**config.mk**
```make
export PLATFORM = sky130hd
export DESIGN_NAME = cache_fill_ctrl_flat
export DESIGN_NICKNAME = d
export VERILOG_FILES = /design/src/rtl/cache_fill_ctrl_if.sv /design/src/rtl/cache_fill_ctrl.sv /design/src/flat_wrapper.sv
export SDC_FILE = /design/constraint.sdc
export NUM_CORES = 1
export LEC_CHECK = 0
export ABC_AREA = 1
export BUFFER_PORTS_ARGS = -buffer_cell sky130_fd_sc_hd__buf_4
export CORE_AREA = 2 2 104 106
export DETAILED_ROUTE_END_ITERATION = 16
export DIE_AREA = 0 0 106 108
export SLEW_MARGIN = 20
export SYNTH_ARGS = -nofsm -noshare
export SYNTH_HDL_FRONTEND = slang
export SYNTH_SLANG_ARGS = --single-unit
```
**constraint.sdc**
```tcl
create_clock -name clk -period 3.4 [get_ports clk]
set_input_delay 0.51 -clock clk [delete_from_list [all_inputs] [get_ports clk]]
set_output_delay 0.51 -clock clk [all_outputs]
set_load 0.02 [all_outputs]
```
**src/rtl/cache_fill_ctrl_if.sv**
```systemverilog
// Bundle of signals between the fill controller, the two cache miss ports and the
// shared main-memory read port.
interface cache_fill_ctrl_if;
    // Memory read port has no ready: memory accepts one request every cycle that
    // mem_enable is high and returns words in request order, one per mem_data_valid.
    logic        icache_miss;
    logic [15:0] icache_miss_addr;
    logic        dcache_miss;
    logic [15:0] dcache_miss_addr;
    logic        mem_data_valid;
    logic [15:0] mem_data_in;
    logic        mem_enable;
    logic [15:0] mem_addr;
    logic        fill_target;
    logic        fill_word_en;
    logic [2:0]  fill_word_offset;
    logic [15:0] fill_data;
    logic [15:0] fill_block_addr;
    logic        fill_tag_write;
    logic        icache_stall;
    logic        dcache_stall;
    logic        busy;

    modport master (
        input  icache_miss, icache_miss_addr, dcache_miss, dcache_miss_addr,
        input  mem_data_valid, mem_data_in,
        output mem_enable, mem_addr, fill_target, fill_word_en, fill_word_offset,
        output fill_data, fill_block_addr, fill_tag_write, icache_stall, dcache_stall, busy
    );

    modport slave (
        output icache_miss, icache_miss_addr, dcache_miss, dcache_miss_addr,
        output mem_data_valid, mem_data_in,
        input  mem_enable, mem_addr, fill_target, fill_word_en, fill_word_offset,
        input  fill_data, fill_block_addr, fill_tag_write, icache_stall, dcache_stall, busy
    );
endinterface

```
**src/rtl/cache_fill_ctrl.sv**
```systemverilog
// Miss-handling controller: arbitrates I/D read misses, streams one 8-word block
// from memory into the winning cache, then pulses its tag/valid write.
module cache_fill_ctrl #(
    parameter int WORDS_PER_BLOCK = 8,
    parameter int MEM_LATENCY     = 4
) (
    input  logic              clk,
    input  logic              rst,
    cache_fill_ctrl_if.master io_bus,
    output logic [1:0]        o_dbg_state
);

    typedef enum logic [1:0] {
        S_IDLE = 2'd0,
        S_FILL = 2'd1,
        S_DONE = 2'd2
    } state_t;

    localparam logic [3:0] LP_WORDS = 4'(WORDS_PER_BLOCK);
    localparam logic [3:0] LP_LAST  = 4'(WORDS_PER_BLOCK - 1);

    // Offset and counter widths are fixed for 16B blocks of 16-bit words.
    if (WORDS_PER_BLOCK != 8 || MEM_LATENCY < 1) begin : g_param_check
        $error("cache_fill_ctrl: WORDS_PER_BLOCK must be 8 and MEM_LATENCY >= 1");
    end

    state_t      r_state;
    logic [3:0]  r_issue_cnt;
    logic [3:0]  r_recv_cnt;
    logic        r_last_served;
    logic [15:0] r_base;
    logic        r_target;
    logic        r_mem_enable;
    logic [15:0] r_mem_addr;
    logic        r_tag_write;
    logic        r_busy;

    logic        w_any_miss;
    logic        w_pick_d;
    logic [15:0] w_win_base;
    logic        w_recv;

    // On a tie the cache that was not served last wins, so neither can starve.
    always_comb begin
        w_any_miss = io_bus.icache_miss | io_bus.dcache_miss;
        w_pick_d   = io_bus.dcache_miss & (~io_bus.icache_miss | ~r_last_served);
        w_win_base = (w_pick_d ? io_bus.dcache_miss_addr : io_bus.icache_miss_addr) & 16'hFFF0;
        w_recv     = (r_state == S_FILL) & io_bus.mem_data_valid & (r_recv_cnt < LP_WORDS);
    end

    always_ff @(posedge clk) begin
        if (rst) begin
            r_state       <= S_IDLE;
            r_issue_cnt   <= 4'd0;
            r_recv_cnt    <= 4'd0;
            r_last_served <= 1'b1;
            r_base        <= 16'h0000;
            r_target      <= 1'b0;
            r_mem_enable  <= 1'b0;
            r_mem_addr    <= 16'h0000;
            r_tag_write   <= 1'b0;
            r_busy        <= 1'b0;
        end else begin
            case (r_state)
                S_IDLE: begin
                    r_tag_write  <= 1'b0;
                    r_mem_enable <= 1'b0;
                    if (w_any_miss) begin
                        r_base        <= w_win_base;
                        r_target      <= w_pick_d;
                        r_last_served <= w_pick_d;
                        r_mem_enable  <= 1'b1;
                        r_mem_addr    <= w_win_base;
                        r_issue_cnt   <= 4'd1;
                        r_recv_cnt    <= 4'd0;
                        r_busy        <= 1'b1;
                        r_state       <= S_FILL;
                    end
                end
                S_FILL: begin
                    if (r_issue_cnt < LP_WORDS) begin
                        r_mem_enable <= 1'b1;
                        r_mem_addr   <= r_base + {11'd0, r_issue_cnt, 1'b0};
                        r_issue_cnt  <= r_issue_cnt + 4'd1;
                    end else begin
                        r_mem_enable <= 1'b0;
                    end
                    if (w_recv) begin
                        r_recv_cnt <= r_recv_cnt + 4'd1;
                        if (r_recv_cnt == LP_LAST) begin
                            r_tag_write <= 1'b1;
                            r_state     <= S_DONE;
                        end
                    end
                end
                S_DONE: begin
                    r_tag_write  <= 1'b0;
                    r_mem_enable <= 1'b0;
                    r_issue_cnt  <= 4'd0;
                    r_recv_cnt   <= 4'd0;
                    r_busy       <= 1'b0;
                    r_state      <= S_IDLE;
                end
                default: begin
                    r_state <= S_IDLE;
                end
            endcase
        end
    end

    assign io_bus.mem_enable       = r_mem_enable;
    assign io_bus.mem_addr         = r_mem_addr;
    assign io_bus.fill_target      = r_target;
    assign io_bus.fill_block_addr  = r_base;
    assign io_bus.fill_tag_write   = r_tag_write;
    assign io_bus.busy             = r_busy;
    assign io_bus.fill_word_en     = w_recv;
    assign io_bus.fill_word_offset = r_recv_cnt[2:0];
    assign io_bus.fill_data        = io_bus.mem_data_in;
    assign io_bus.icache_stall     = io_bus.icache_miss | (r_busy & ~r_target);
    assign io_bus.dcache_stall     = io_bus.dcache_miss | (r_busy & r_target);
    assign o_dbg_state             = r_state;

endmodule

```
**src/flat_wrapper.sv**
```systemverilog
// flat-port wrapper written by rule: the top's interface ports become plain ports
module cache_fill_ctrl_flat 
#(
    parameter int WORDS_PER_BLOCK = 8,
    parameter int MEM_LATENCY     = 4
)
  (clk, rst, o_dbg_state, io_bus_icache_miss, io_bus_icache_miss_addr, io_bus_dcache_miss, io_bus_dcache_miss_addr, io_bus_mem_data_valid, io_bus_mem_data_in, io_bus_mem_enable, io_bus_mem_addr, io_bus_fill_target, io_bus_fill_word_en, io_bus_fill_word_offset, io_bus_fill_data, io_bus_fill_block_addr, io_bus_fill_tag_write, io_bus_icache_stall, io_bus_dcache_stall, io_bus_busy);
  cache_fill_ctrl_if io_bus_i ();
  input  logic clk;
  input  logic rst;
  output logic [1:0] o_dbg_state;
  input wire logic [$bits(io_bus_i.icache_miss)-1:0] io_bus_icache_miss;
  input wire logic [$bits(io_bus_i.icache_miss_addr)-1:0] io_bus_icache_miss_addr;
  input wire logic [$bits(io_bus_i.dcache_miss)-1:0] io_bus_dcache_miss;
  input wire logic [$bits(io_bus_i.dcache_miss_addr)-1:0] io_bus_dcache_miss_addr;
  input wire logic [$bits(io_bus_i.mem_data_valid)-1:0] io_bus_mem_data_valid;
  input wire logic [$bits(io_bus_i.mem_data_in)-1:0] io_bus_mem_data_in;
  output wire logic [$bits(io_bus_i.mem_enable)-1:0] io_bus_mem_enable;
  output wire logic [$bits(io_bus_i.mem_addr)-1:0] io_bus_mem_addr;
  output wire logic [$bits(io_bus_i.fill_target)-1:0] io_bus_fill_target;
  output wire logic [$bits(io_bus_i.fill_word_en)-1:0] io_bus_fill_word_en;
  output wire logic [$bits(io_bus_i.fill_word_offset)-1:0] io_bus_fill_word_offset;
  output wire logic [$bits(io_bus_i.fill_data)-1:0] io_bus_fill_data;
  output wire logic [$bits(io_bus_i.fill_block_addr)-1:0] io_bus_fill_block_addr;
  output wire logic [$bits(io_bus_i.fill_tag_write)-1:0] io_bus_fill_tag_write;
  output wire logic [$bits(io_bus_i.icache_stall)-1:0] io_bus_icache_stall;
  output wire logic [$bits(io_bus_i.dcache_stall)-1:0] io_bus_dcache_stall;
  output wire logic [$bits(io_bus_i.busy)-1:0] io_bus_busy;
  assign io_bus_i.icache_miss = io_bus_icache_miss;
  assign io_bus_i.icache_miss_addr = io_bus_icache_miss_addr;
  assign io_bus_i.dcache_miss = io_bus_dcache_miss;
  assign io_bus_i.dcache_miss_addr = io_bus_dcache_miss_addr;
  assign io_bus_i.mem_data_valid = io_bus_mem_data_valid;
  assign io_bus_i.mem_data_in = io_bus_mem_data_in;
  assign io_bus_mem_enable = io_bus_i.mem_enable;
  assign io_bus_mem_addr = io_bus_i.mem_addr;
  assign io_bus_fill_target = io_bus_i.fill_target;
  assign io_bus_fill_word_en = io_bus_i.fill_word_en;
  assign io_bus_fill_word_offset = io_bus_i.fill_word_offset;
  assign io_bus_fill_data = io_bus_i.fill_data;
  assign io_bus_fill_block_addr = io_bus_i.fill_block_addr;
  assign io_bus_fill_tag_write = io_bus_i.fill_tag_write;
  assign io_bus_icache_stall = io_bus_i.icache_stall;
  assign io_bus_dcache_stall = io_bus_i.dcache_stall;
  assign io_bus_busy = io_bus_i.busy;
  cache_fill_ctrl #(.WORDS_PER_BLOCK(WORDS_PER_BLOCK), .MEM_LATENCY(MEM_LATENCY)) u_core (.clk(clk), .rst(rst), .io_bus(io_bus_i), .o_dbg_state(o_dbg_state));
endmodule
```
Word level (Yosys, flattened, before mapping)
Cells that the tools add are included.
{"block": "word_totals", "register_bits": 43, "latch_bits": 0, "ram_bits": 0, "rom_bits": 0, "in_bits": 53, "output_inout_bits": 60, "wordCells": 69, "memories": 0}
{"block": "classes", "addsub": 3, "n_mul": 0, "div": 0, "magnitude_cmp": 2, "n_eq_ne": 7, "shifts": 0, "mux": 22, "bitwise": 12, "n_reduce_logical": 13}
{"cell": "16-bit two-way mux", "count": 3}
{"cell": "16-bit one-hot mux with 2 select lines", "count": 1}
{"cell": "4-bit one-hot mux with 3 select lines", "count": 2}
{"cell": "16-bit by 5-bit adder with 16-bit output", "count": 1}
{"cell": "4-bit two-way mux", "count": 4}
{"cell": "3-bit AND reduction", "count": 5}
{"cell": "4-bit by 1-bit adder with 4-bit output, second input constant", "count": 2}
{"cell": "4-bit < comparator, second input constant", "count": 2}
{"cell": "2-bit two-way mux", "count": 3}
{"cell": "2-bit inequality test, second input constant", "count": 3}
{"cell": "2-bit nonzero test", "count": 3}
{"cell": "1-bit bitwise AND", "count": 5}
{"cell": "1-bit two-way mux", "count": 5}
{"cell": "4-bit by 3-bit == test with 1-bit output, second input constant", "count": 1}
{"cell": "1-bit bitwise OR", "count": 4}
{"cell": "1-bit one-hot mux with 2 select lines", "count": 2}
{"cell": "2-bit one-hot mux with 2 select lines", "count": 1}
{"cell": "2-bit AND reduction", "count": 2}
{"cell": "1-bit NOT", "count": 3}
{"cell": "1-bit one-hot mux with 3 select lines", "count": 1}
{"cell": "3-bit nonzero test", "count": 1}
{"cell": "2-bit by 1-bit == test with 1-bit output, second input constant", "count": 1}
{"cell": "2-bit == test, second input constant", "count": 1}
{"cell": "2-bit logical NOT", "count": 1}
{"cell": "other kinds (2)", "count": 2}

Logic depth before layout (Yosys ltp)
Gate-level depths: netlist (run 1).
{"block": "depth", "word_depth": 6, "depth_mapped": 11, "mapped_depth_nobuf": 10}

Worst setup path before layout (run 1)
OpenSTA, ideal clock, no wires.
{"block": "synth_path", "path_kind": "flip-flop to output port", "start": "register u_core.r_state[1] (netlist: u_core.o_dbg_state[1])", "end": "output port io_bus_fill_word_en", "t_arrival_ns": 1.565, "required_time_ns": 2.890, "setup_slack_ns": 1.325, "path_stages_with_launch": 7, "path_buffers": 2, "cell_sequence": "dfxtp_1 -> inv_1 -> ha_1 -> buf_4 -> inv_4 -> clkbuf_1 -> nor3_1"}
{"block": "synth_between", "elab_chain_len": 3}
{"item": "start, declared", "line_no": "cache_fill_ctrl.sv:27", "rtl": "state_t r_state;"}
{"item": "start signal, assigned", "line_no": "cache_fill_ctrl.sv:53", "rtl": "r_state <= S_IDLE;"}
{"item": "start signal, assigned", "line_no": "cache_fill_ctrl.sv:77", "rtl": "r_state <= S_FILL;"}
{"item": "start signal, assigned", "line_no": "cache_fill_ctrl.sv:92", "rtl": "r_state <= S_DONE;"}
{"item": "2-bit by 1-bit == test with 1-bit output", "line_no": "cache_fill_ctrl.sv:48", "rtl": "w_recv = (r_state == S_FILL) & io_bus.mem_data_valid & (r_recv_cnt < LP_WORDS);"}
{"item": "1-bit bitwise AND (2 in series)", "line_no": "cache_fill_ctrl.sv:48"}
{"item": "end, declared", "line_no": "flat_wrapper.sv:21", "rtl": "output wire logic [$bits(io_bus_i.fill_word_en)-1:0] io_bus_fill_word_en;"}
Every way passes these cells.

Worst setup path in the final report (run 1)
Same ends and word-level chain as after synthesis.

==> results of run 1 <==
## layer usage
metal  GRT usage  vias to the layer above
met5           0                        -
met4     0.04135                        0
met3     0.02652                        8
met2      0.2180                       80
met1      0.1505                     1115
li1            -                     1241
## layout make-up
type,count,area [um^2],area share
inverters,40,152.6,0.04980
clock buffers,6,82.58,0.02694
clock inverters,1,30.03,0.009796
flip-flops and latches,42,840.8,0.2743
well taps,136,170.2,0.05551
repair buffers,68,510.5,0.1665
multi-input cells,248,1279,0.4171
## registers in the layout (all words and copies together) (netlist names)
register and flops:
u_core.io_bus.mem_addr 15, u_core.io_bus.fill_block_addr 12, u_core.r_issue_cnt 4, u_core.r_recv_cnt 4, u_core.o_dbg_state 2, u_core.io_bus.busy 1, u_core.io_bus.fill_tag_write 1, u_core.io_bus.fill_target 1
u_core.io_bus.mem_enable 1, u_core.r_last_served 1
## cell usage in the layout, fill, tap and decap left out
cell type	count
o21ai_4	1
nand3b_1	4
xnor2_1	2
dfxtp_1	42
inv_2	6
conb_1	5
a21oi_2	1
nor2_8	1
a21oi_1	21
xor2_1	2
inv_1	31
clkbuf_8	6
nand4_1	3
nand2_4	1
o211ai_1	1
nor2_4	1
nor2_2	4
nand2_2	3
a221oi_1	1
nor2_1	17
or2_0	2
o211a_1	1
clkinv_1	2
bufinv_16	1
nand3_1	36
inv_4	1
a31oi_1	12
buf_4	68
nand2_1	89
nor3_1	2
o21ai_0	14
ha_1	9
o21ai_1	15
## worst max-delay path: cells and delay by family, from the launching register on
kind | cells | cell delay, ns
buf+inv | 4 | 0.71
flops | 1 | 0.36
simple gates | 1 | 0.20
fa+ha+maj | 1 | 0.16
## per-stage QoR
step	util	cells
detailed placement	0.2886	534
floorplan	-	367
global placement	0.2886	534
global route	0.2996	541
CTS	0.2996	541
finish	0.2996	541
## where the power goes
part	switching [uW]	internal, uW	total (uW)
Combinational	893	517	1410
Sequential	162	664	826
Clock	170	235	405
## kinds of logic after synthesis
group / Yosys count / synth area share
xor+xnor: 4 / 0.01387
compound gates: 67 / 0.1491
other cells: 1 / 0.001484
buf+inv: 77 / 0.1669
fa+ha+maj: 9 / 0.04458
simple gates: 163 / 0.2912
flops: 42 / 0.3328
## how the worst max path moves through the flow
stage / slack (ns) / endpoint / from / cells after the start
floorplan: 1.33 / io_bus_fill_word_en / u_core.o_dbg_state[1]$_SDFFE_PP0P_ / 6
global placement: 1.49 / u_core.io_bus.mem_addr[6]$_SDFFE_PP0P_ / u_core.o_dbg_state[1]$_SDFFE_PP0P_ / 9
detailed placement: 1.44 / u_core.io_bus.mem_addr[8]$_SDFFE_PP0P_ / u_core.o_dbg_state[1]$_SDFFE_PP0P_ / 9
CTS: 1.15 / io_bus_fill_word_en / u_core.o_dbg_state[1]$_SDFFE_PP0P_ / 6
global route: 0.95 / io_bus_fill_word_en / u_core.o_dbg_state[1]$_SDFFE_PP0P_ / 6
finish: 1.17 / io_bus_fill_word_en / u_core.o_dbg_state[1]$_SDFFE_PP0P_ / 6
==> metrics, run 1 <==
initial DRC count 113; routed length on met1 3.056 mm; Net count, final between 400 and 500; post-CTS resize count 0; Pins Over Slew Limit 0; IO Count 113; hold_sp u_core.io_bus.mem_addr[9]$_SDFFE_PP0P_; RR Startpoint u_core.o_dbg_state[1]$_SDFFE_PP0P_; CTS Hold Buffers Added 0; postcts setup bufs 0; leading area contributor after synthesis dfxtp_1; Power, Total 2641 uW; H-tree levels 2; Max-cap violations 0; final setup fails 0; crit path max fanout 19; Final Wtd Congestion approximately 0.81; CTS buffer count 5; Post-synth EDFFs 0; I/O Buffers 67; Initial Util 0.2469; Max VDD drop 423.2 uV; Pleak 0.001427 uW; largest net degree at the start of global routing 25; layout cells sized above 1 0.2321; top-area cell type share of the netlist area 0.3328; CTS tree done; final WL 6.886 mm; Via Count 2444; most numerous cell in the Yosys netlist nand2_1; crit-path most repeated cell buf_4; fmax 0.4490 GHz; Post-DP Area 2953 um^2; Reg2Reg Setup Slack approximately 1.4 ns; filler instances 1128; Inserted Diodes 0; met2 wire length 3.371 mm; Setup Crit Path Kind flop to output pin; CP startpoint kind flop; final instance area just over 3000 um^2; DRC 0; crit-path cells inv_1, ha_1, buf_4, inv_4, nor3_1, buf_4; fin crit share 0.6550; worst path required time about 2.9 ns; clock sinks 42; Critical Path AT 1.72 ns; num rows 37; synth cell count leaders nand2_1, dfxtp_1, nand3_1; routed vias/inst 4.518; drt first pass iters 4; Yosys Warn Count 0; top cells by area, synth dfxtp_1, nand2_1, buf_4; Seq/Total Area, Yosys 0.3328; Total GRT Usage 0.1238; cell count after synthesis 363; worst skew pair latency ~0.29 ns; status finished, final reports clean; die area between 10000 and 15000 um^2; Die Wd around 110 um; flops & latches, synth 42; Place WS 1.436 ns; core footprint 10230 um^2; cell area after synthesis 2526 um^2; setup TNS 0 ns; CP peak stage delay between 0.3 and 0.4 ns; Worst Hold Path Cells 2; Avg WL per Cell 12.73 um; Worst Hold Endpoint u_core.io_bus.mem_addr[9]$_SDFFE_PP0P_; RSZ-0062 raised after global routing no; vias in the first global route 2336; first-pass GRT wire length about 11 mm; P&R area growth vs syn 21.35%; Hold Crit Class flop to flop; max_slew headroom 0.5755; highest metal used met4; slowest CP cell dfxtp_1; hold slack 0.4689 ns; PD cells 861.4 nW/um^2; chip height approximately 110 um; Post-DRT Antenna Nets 0; overflow left after global routing 0; r2r worst-path depth 9; post-DP HPWL 5.313 mm; RR Endpoint u_core.io_bus.mem_addr[8]$_SDFFE_PP0P_; initial antenna violation count 0; met3 WL 399 um; final hold vios 0; min setup slack post-route 1.173 ns; Clock transition at path regs around 0.080 ns; Min Clock Period, post-route about 2.2 ns; async set-reset flop share out of synthesis 0; actual slew at the worst max-slew pin between 0.6 and 0.7 ns; CTS max path bufs 2; Avg Cell Area, Syn 6.959 um^2; ys flop type dfxtp_1; Root Driver clkbuf_8; Setup crit end kind output pin; Setup Skew roughly 0.0065 ns; Netlist cell types 34
Power figures use the tool's default switching activity.
==> inputs of run 2 (changes only) <==
Clock period 3.4 ns to 2.2 ns, I/O delays scaled along.
==> run 2 against run 1 <==
Compared with the run above: worst setup slack worse by 0.96 ns; clock skew shrank 0.0035 ns; wire length rose by 1.1%; critical path type unchanged.
==> metrics, run 2 (synthesis results as in run 1) <==
worst skew pair latency between 0.2 and 0.3 ns; clock sinks 42; status finished, final reports clean; Max-cap violations 0; Initial Util 0.2469; num rows 37; slowest CP cell dfxtp_1; Setup Skew 0.002922 ns; largest net degree at the start of global routing 25; Power, Total 3961 uW; CTS tree done; core footprint 10230 um^2; post-CTS resize count 0; Net count, final 468; worst path required time 1.87 ns; Hold Crit Class input pin to flop; CP startpoint kind flop; die area 11450 um^2; chip height 108 um; CTS max path bufs 2; Inserted Diodes 0; Top Family by Delay on Critical Path buffers and inverters; initial antenna violation count 0; H-tree levels 2; Min Clock Period, post-route 1.991 ns; Critical Path End io_bus_fill_word_en; CP peak stage delay around 0.35 ns; I/O Buffers 67; area taken by multi-input logic gates 1279 um^2; crit path max fanout 19; RSZ-0062 raised after global routing no; P&R area growth vs syn 20.46%; Pleak 0.001418 uW; final WL a little under 7 mm; RR Startpoint u_core.o_dbg_state[1]$_SDFFE_PP0P_; Pins Over Slew Limit 0; final setup fails 0; DRC 0; initial DRC count 126; Total GRT Usage 0.1263; Stages on worst setup path 5; Avg WL per Cell 12.87 um; Critical Path AT 1.66 ns; layout cells sized above 1 0.2321; setup TNS 0 ns; vias in the first global route 2454; Largest register FFs 15; Post-DRT Antenna Nets 0; IO Count 113; Via Count between 2k and 2.5k; post-DP HPWL 5.271 mm; first-pass GRT wire length 11.53 mm; Max VDD drop 610.6 uV; postcts setup bufs 0; r2r worst-path depth 8; Die Wd 106 um; routed vias/inst 4.499; Final Wtd Congestion roughly 0.84; fmax 0.5024 GHz; sum of buffers and inverters on the critical path 3; final hold vios 0; PD cells 1302 nW/um^2; FF+latch area 840.8 um^2; Setup crit end kind output pin; filler instances 1145; Root Driver clkbuf_8; crit-path cells inv_1, ha_1, inv_4, nor3_1, buf_4; drt first pass iters 4; CTS Hold Buffers Added 0; commonest non-fill, non-tap cell in the layout nand2_1; fin crit share 0.9048; RR Endpoint u_core.io_bus.mem_addr[6]$_SDFFE_PP0P_; Setup Crit Path Kind flop to output pin; Clock transition at path regs ~0.08 ns; Crit. Startpoint u_core.o_dbg_state[1]$_SDFFE_PP0P_; Reg2Reg Setup Slack 0.32 ns; most frequent cells in the layout nand2_1, buf_4, dfxtp_1; CTS buffer count 5; overflow left after global routing 0
run 2: changes by cell type in the layout (fill, tap and decap cells not counted):
| cell | previous run | this run |
|---|---|---|
| bufinv_16 | 1 | 0 |
| buf_4 | 68 | 69 |
run 2: metal layers:
layer | vias to the layer above | share of wire | GRT usage
li1 | 1239 | - | -
met1 | 1119 | 0.47 | 0.1567
met2 | 68 | 0.47 | 0.2161
met3 | 8 | 0.051 | 0.02833
met4 | 0 | 0.012 | 0.04511
met5 | - | 0 | 0
run 2: report_power, final:
part / switching (uW) / leakage (uW) / total, uW / internal, uW
sequential: 251 / 0.000346 / 1280 / 1030
combinational: 1370 / 0.00103 / 2180 / 806
clock: 261 / 0.0000431 / 503 / 243
run 2: tightest hold or removal path: cells and delay by family:
kind | cells | cell delay (ns)
and+or+nand+nor | 1 | 0.07
buffers and inverters | 1 | 0.11
AOI/OAI and AO/OA | 1 | 0.07
run 2: worst min-delay path by stage:
stage	cells past startpoint	start	endpoint
floorplan	2	u_core.r_recv_cnt[3]$_SDFFE_PP0P_	u_core.r_recv_cnt[3]$_SDFFE_PP0P_
global placement	2	u_core.r_recv_cnt[3]$_SDFFE_PP0P_	u_core.r_recv_cnt[3]$_SDFFE_PP0P_
detailed placement	2	u_core.io_bus.mem_addr[9]$_SDFFE_PP0P_	u_core.io_bus.mem_addr[9]$_SDFFE_PP0P_
CTS	3	io_bus_dcache_miss_addr[10]	u_core.io_bus.fill_block_addr[10]$_SDFFE_PP0P_
global route	3	io_bus_dcache_miss_addr[6]	u_core.io_bus.fill_block_addr[6]$_SDFFE_PP0P_
finish	3	io_bus_dcache_miss_addr[10]	u_core.io_bus.fill_block_addr[10]$_SDFFE_PP0P_
run 2: area by class of cell:
| cell class | count | share of cell area |
|---|---|---|
| Multi-Input combinational cell | 248 | 0.4202 |
| Sequential cell | 42 | 0.2763 |
| Timing Repair Buffer | 69 | 0.1702 |
| Tap cell | 136 | 0.05592 |
| Inverter | 40 | 0.05016 |
| Clock buffer | 6 | 0.02714 |
run 2: through the flow:
stage | util | worst slack (ns) | cell area (um^2) | hold slack, ns | std cells
final | 0.2974 | 0.2094 | 3043 | 0.3304 | 541
after global routing | 0.2974 | 0.06834 | 3043 | 0.3417 | 541
after floorplan | - | 0.3054 | 2541 | 0.4440 | 367
after detailed placement | 0.2893 | 0.3385 | 2960 | 0.4639 | 535
after global placement | 0.2893 | 0.3882 | 2960 | 0.4585 | 535
after CTS | 0.2974 | 0.1838 | 3043 | 0.3159 | 541
==> inputs of run 3 (changes only) <==
--- a/constraint.sdc
+++ b/constraint.sdc
@@ -3,2 +3,2 @@
 set_output_delay 0.33 -clock clk [all_outputs]
-set_load 0.02 [all_outputs]
+set_load 0.005 [all_outputs]
==> run 3 against run 2 <==
Compared with the run above: first-iteration DRC count is 21% lower; wire length decreased by 2.0%; clock-buffer cell count shrank 1; non-clock buffer count is the same; utilization rose by 0.54 points; clock skew is 0.012 ns higher; worst hold slack lost 0.0029 ns; combinational power shrank 14%; sequential share of layout area down 0.49 points.
==> metrics, run 3 (synthesis results as in run 1) <==
status finished, final reports clean; overflow left after global routing 0; commonest non-fill, non-tap cell in the layout nand2_1; initial antenna violation count 0; initial DRC count 100; RR Startpoint u_core.o_dbg_state[1]$_SDFFE_PP0P_; fin crit share 0.8858; met2 usage 0.2134; Max-cap violations 0; Clock transition at path regs 0.09 ns; filler instances 1122; Sequential Power Share 0.328; Clk network pwr share 0.191; final instance area 3098 um^2; Switching Fraction 0.4151; layer with the highest usage met2; IO Count 113; final WL 6.821 mm; hold_sp io_bus_icache_miss_addr[13]; crit path max fanout 19; Reg2Reg Setup Slack 0.33 ns; final setup fails 0; Min Clock Period, post-route 1.949 ns; CTS buffer count 5; Max VDD drop slightly below 700 uV; Top Family by Delay on Critical Path buffers and inverters; CP peak stage delay 0.35 ns; sum of buffers and inverters on the critical path 3; post-DP HPWL approximately 5.3 mm; I/O Buffers 67; setup TNS 0 ns; Via Count 2429; Worst Hold Endpoint u_core.io_bus.fill_block_addr[13]$_SDFFE_PP0P_; crit-path cells inv_1, ha_1, inv_4, nor3_1, buf_4; H-tree levels 2; Final Wtd Congestion about 0.79; Setup Skew 0.01512 ns; P&R area growth vs syn 22.63%; CP startpoint kind flop; Comb pwr share 0.482; internal power about 2300 uW; Finished Core Util 0.3028; worst path required time 1.87 ns; Inserted Diodes 0; Die Wd around 110 um; clock sinks 42; Net count, final 468; Avg WL per Cell 12.56 um; slowest CP cell dfxtp_1; CTS Hold Buffers Added 0; RSZ-0062 raised after global routing no; Largest register FFs 15; core footprint just over 10000 um^2; worst skew pair latency approximately 0.30 ns; CTS max path bufs 2; Sw Pwr 1612 uW; DRC 0; fmax 0.5132 GHz; Worst Hold Path Cells 3; met3 Use GR 0.03074; Initial Util 0.2469; Post-DRT Antenna Nets 0; layout cells sized above 1 0.2359; Setup crit end kind output pin; Critical Path AT ~1.6 ns; first-pass GRT wire length 11.35 mm; routed vias/inst approximately 4.5; drt first pass iters 5; Setup Crit Path Kind flop to output pin; Pins Over Slew Limit 0; largest net degree at the start of global routing 25; RR Endpoint u_core.io_bus.mem_addr[8]$_SDFFE_PP0P_; Total GRT Usage 0.1234; most frequent cells in the layout nand2_1, buf_4, dfxtp_1; PD cells 1254 nW/um^2; die area 11450 um^2; Pleak about 0.0014 uW; Post-DP Area 2960 um^2; post-CTS resize count 0; CTS tree done; final hold vios 0; met1 Usage GRT 0.1508; Hold Crit Class input pin to flop; postcts setup bufs 0; r2r worst-path depth 8; Root Driver clkbuf_8; num rows 37; vias in the first global route 2359; chip height about 110 um
-- run 3: worst max-delay path by stage --
| stage | startpoint | endpoint | slack (ns) | depth (start not counted) |
|---|---|---|---|---|
| after floorplan | u_core.o_dbg_state[1]$_SDFFE_PP0P_ | io_bus_fill_word_en | 0.64 | 6 |
| after global placement | u_core.o_dbg_state[1]$_SDFFE_PP0P_ | u_core.io_bus.mem_addr[8]$_SDFFE_PP0P_ | 0.39 | 8 |
| after detailed placement | u_core.o_dbg_state[1]$_SDFFE_PP0P_ | u_core.io_bus.mem_addr[8]$_SDFFE_PP0P_ | 0.32 | 8 |
| after CTS | u_core.o_dbg_state[1]$_SDFFE_PP0P_ | io_bus_fill_word_en | 0.23 | 5 |
| after global routing | u_core.o_dbg_state[1]$_SDFFE_PP0P_ | io_bus_fill_word_en | 0.11 | 5 |
| final | u_core.o_dbg_state[1]$_SDFFE_PP0P_ | io_bus_fill_word_en | 0.25 | 5 |
-- run 3: worst min-delay path: stages --
cell and delay [ns]:
buf_4 0.11, nand2_1 0.07, a31oi_1 0.08
-- run 3: power groups by stage --
| stage | combinational, uW | clock, uW | sequential [uW] |
|---|---|---|---|
| 2_1_floorplan | 1280 | 0 | 1250 |
| 3_3_place_gp | 1860 | 0 | 1290 |
| 3_5_place_dp | 1890 | 0 | 1280 |
| 4_1_cts | 1900 | 762 | 1270 |
| 5_1_grt | 2140 | 797 | 1300 |
| 6_report | 1870 | 741 | 1270 |
-- run 3: per-stage QoR --
| stage | power [uW] | instances | hold WS, ns | setup slack (ns) |
|---|---|---|---|---|
| after floorplan | 2526 | 367 | 0.4440 | 0.6358 |
| after global placement | 3141 | 535 | 0.4581 | 0.3855 |
| after detailed placement | 3176 | 535 | 0.4640 | 0.3157 |
| after CTS | 3933 | 543 | 0.3159 | 0.2253 |
| after global routing | 4246 | 543 | 0.3314 | 0.1072 |
| final | 3884 | 543 | 0.3275 | 0.2513 |
-- run 3: area by class of cell --
type,instances,area [um^2],share of cell area
clock buffer,5,68.82,0.02221
clock inverter,3,68.82,0.02221
inverter,40,152.6,0.04927
multi-input combinational,248,1279,0.4128
sequential,42,840.8,0.2714
tap,136,170.2,0.05493
timing repair buffer,69,518.0,0.1672
-- run 3: metal layers --
layer / wire [um] / vias to the layer above
met5: 0 / -
met2: 3190 / 75
li1: - / 1245
met1: 3089 / 1102
met4: 63 / 0
met3: 477 / 7
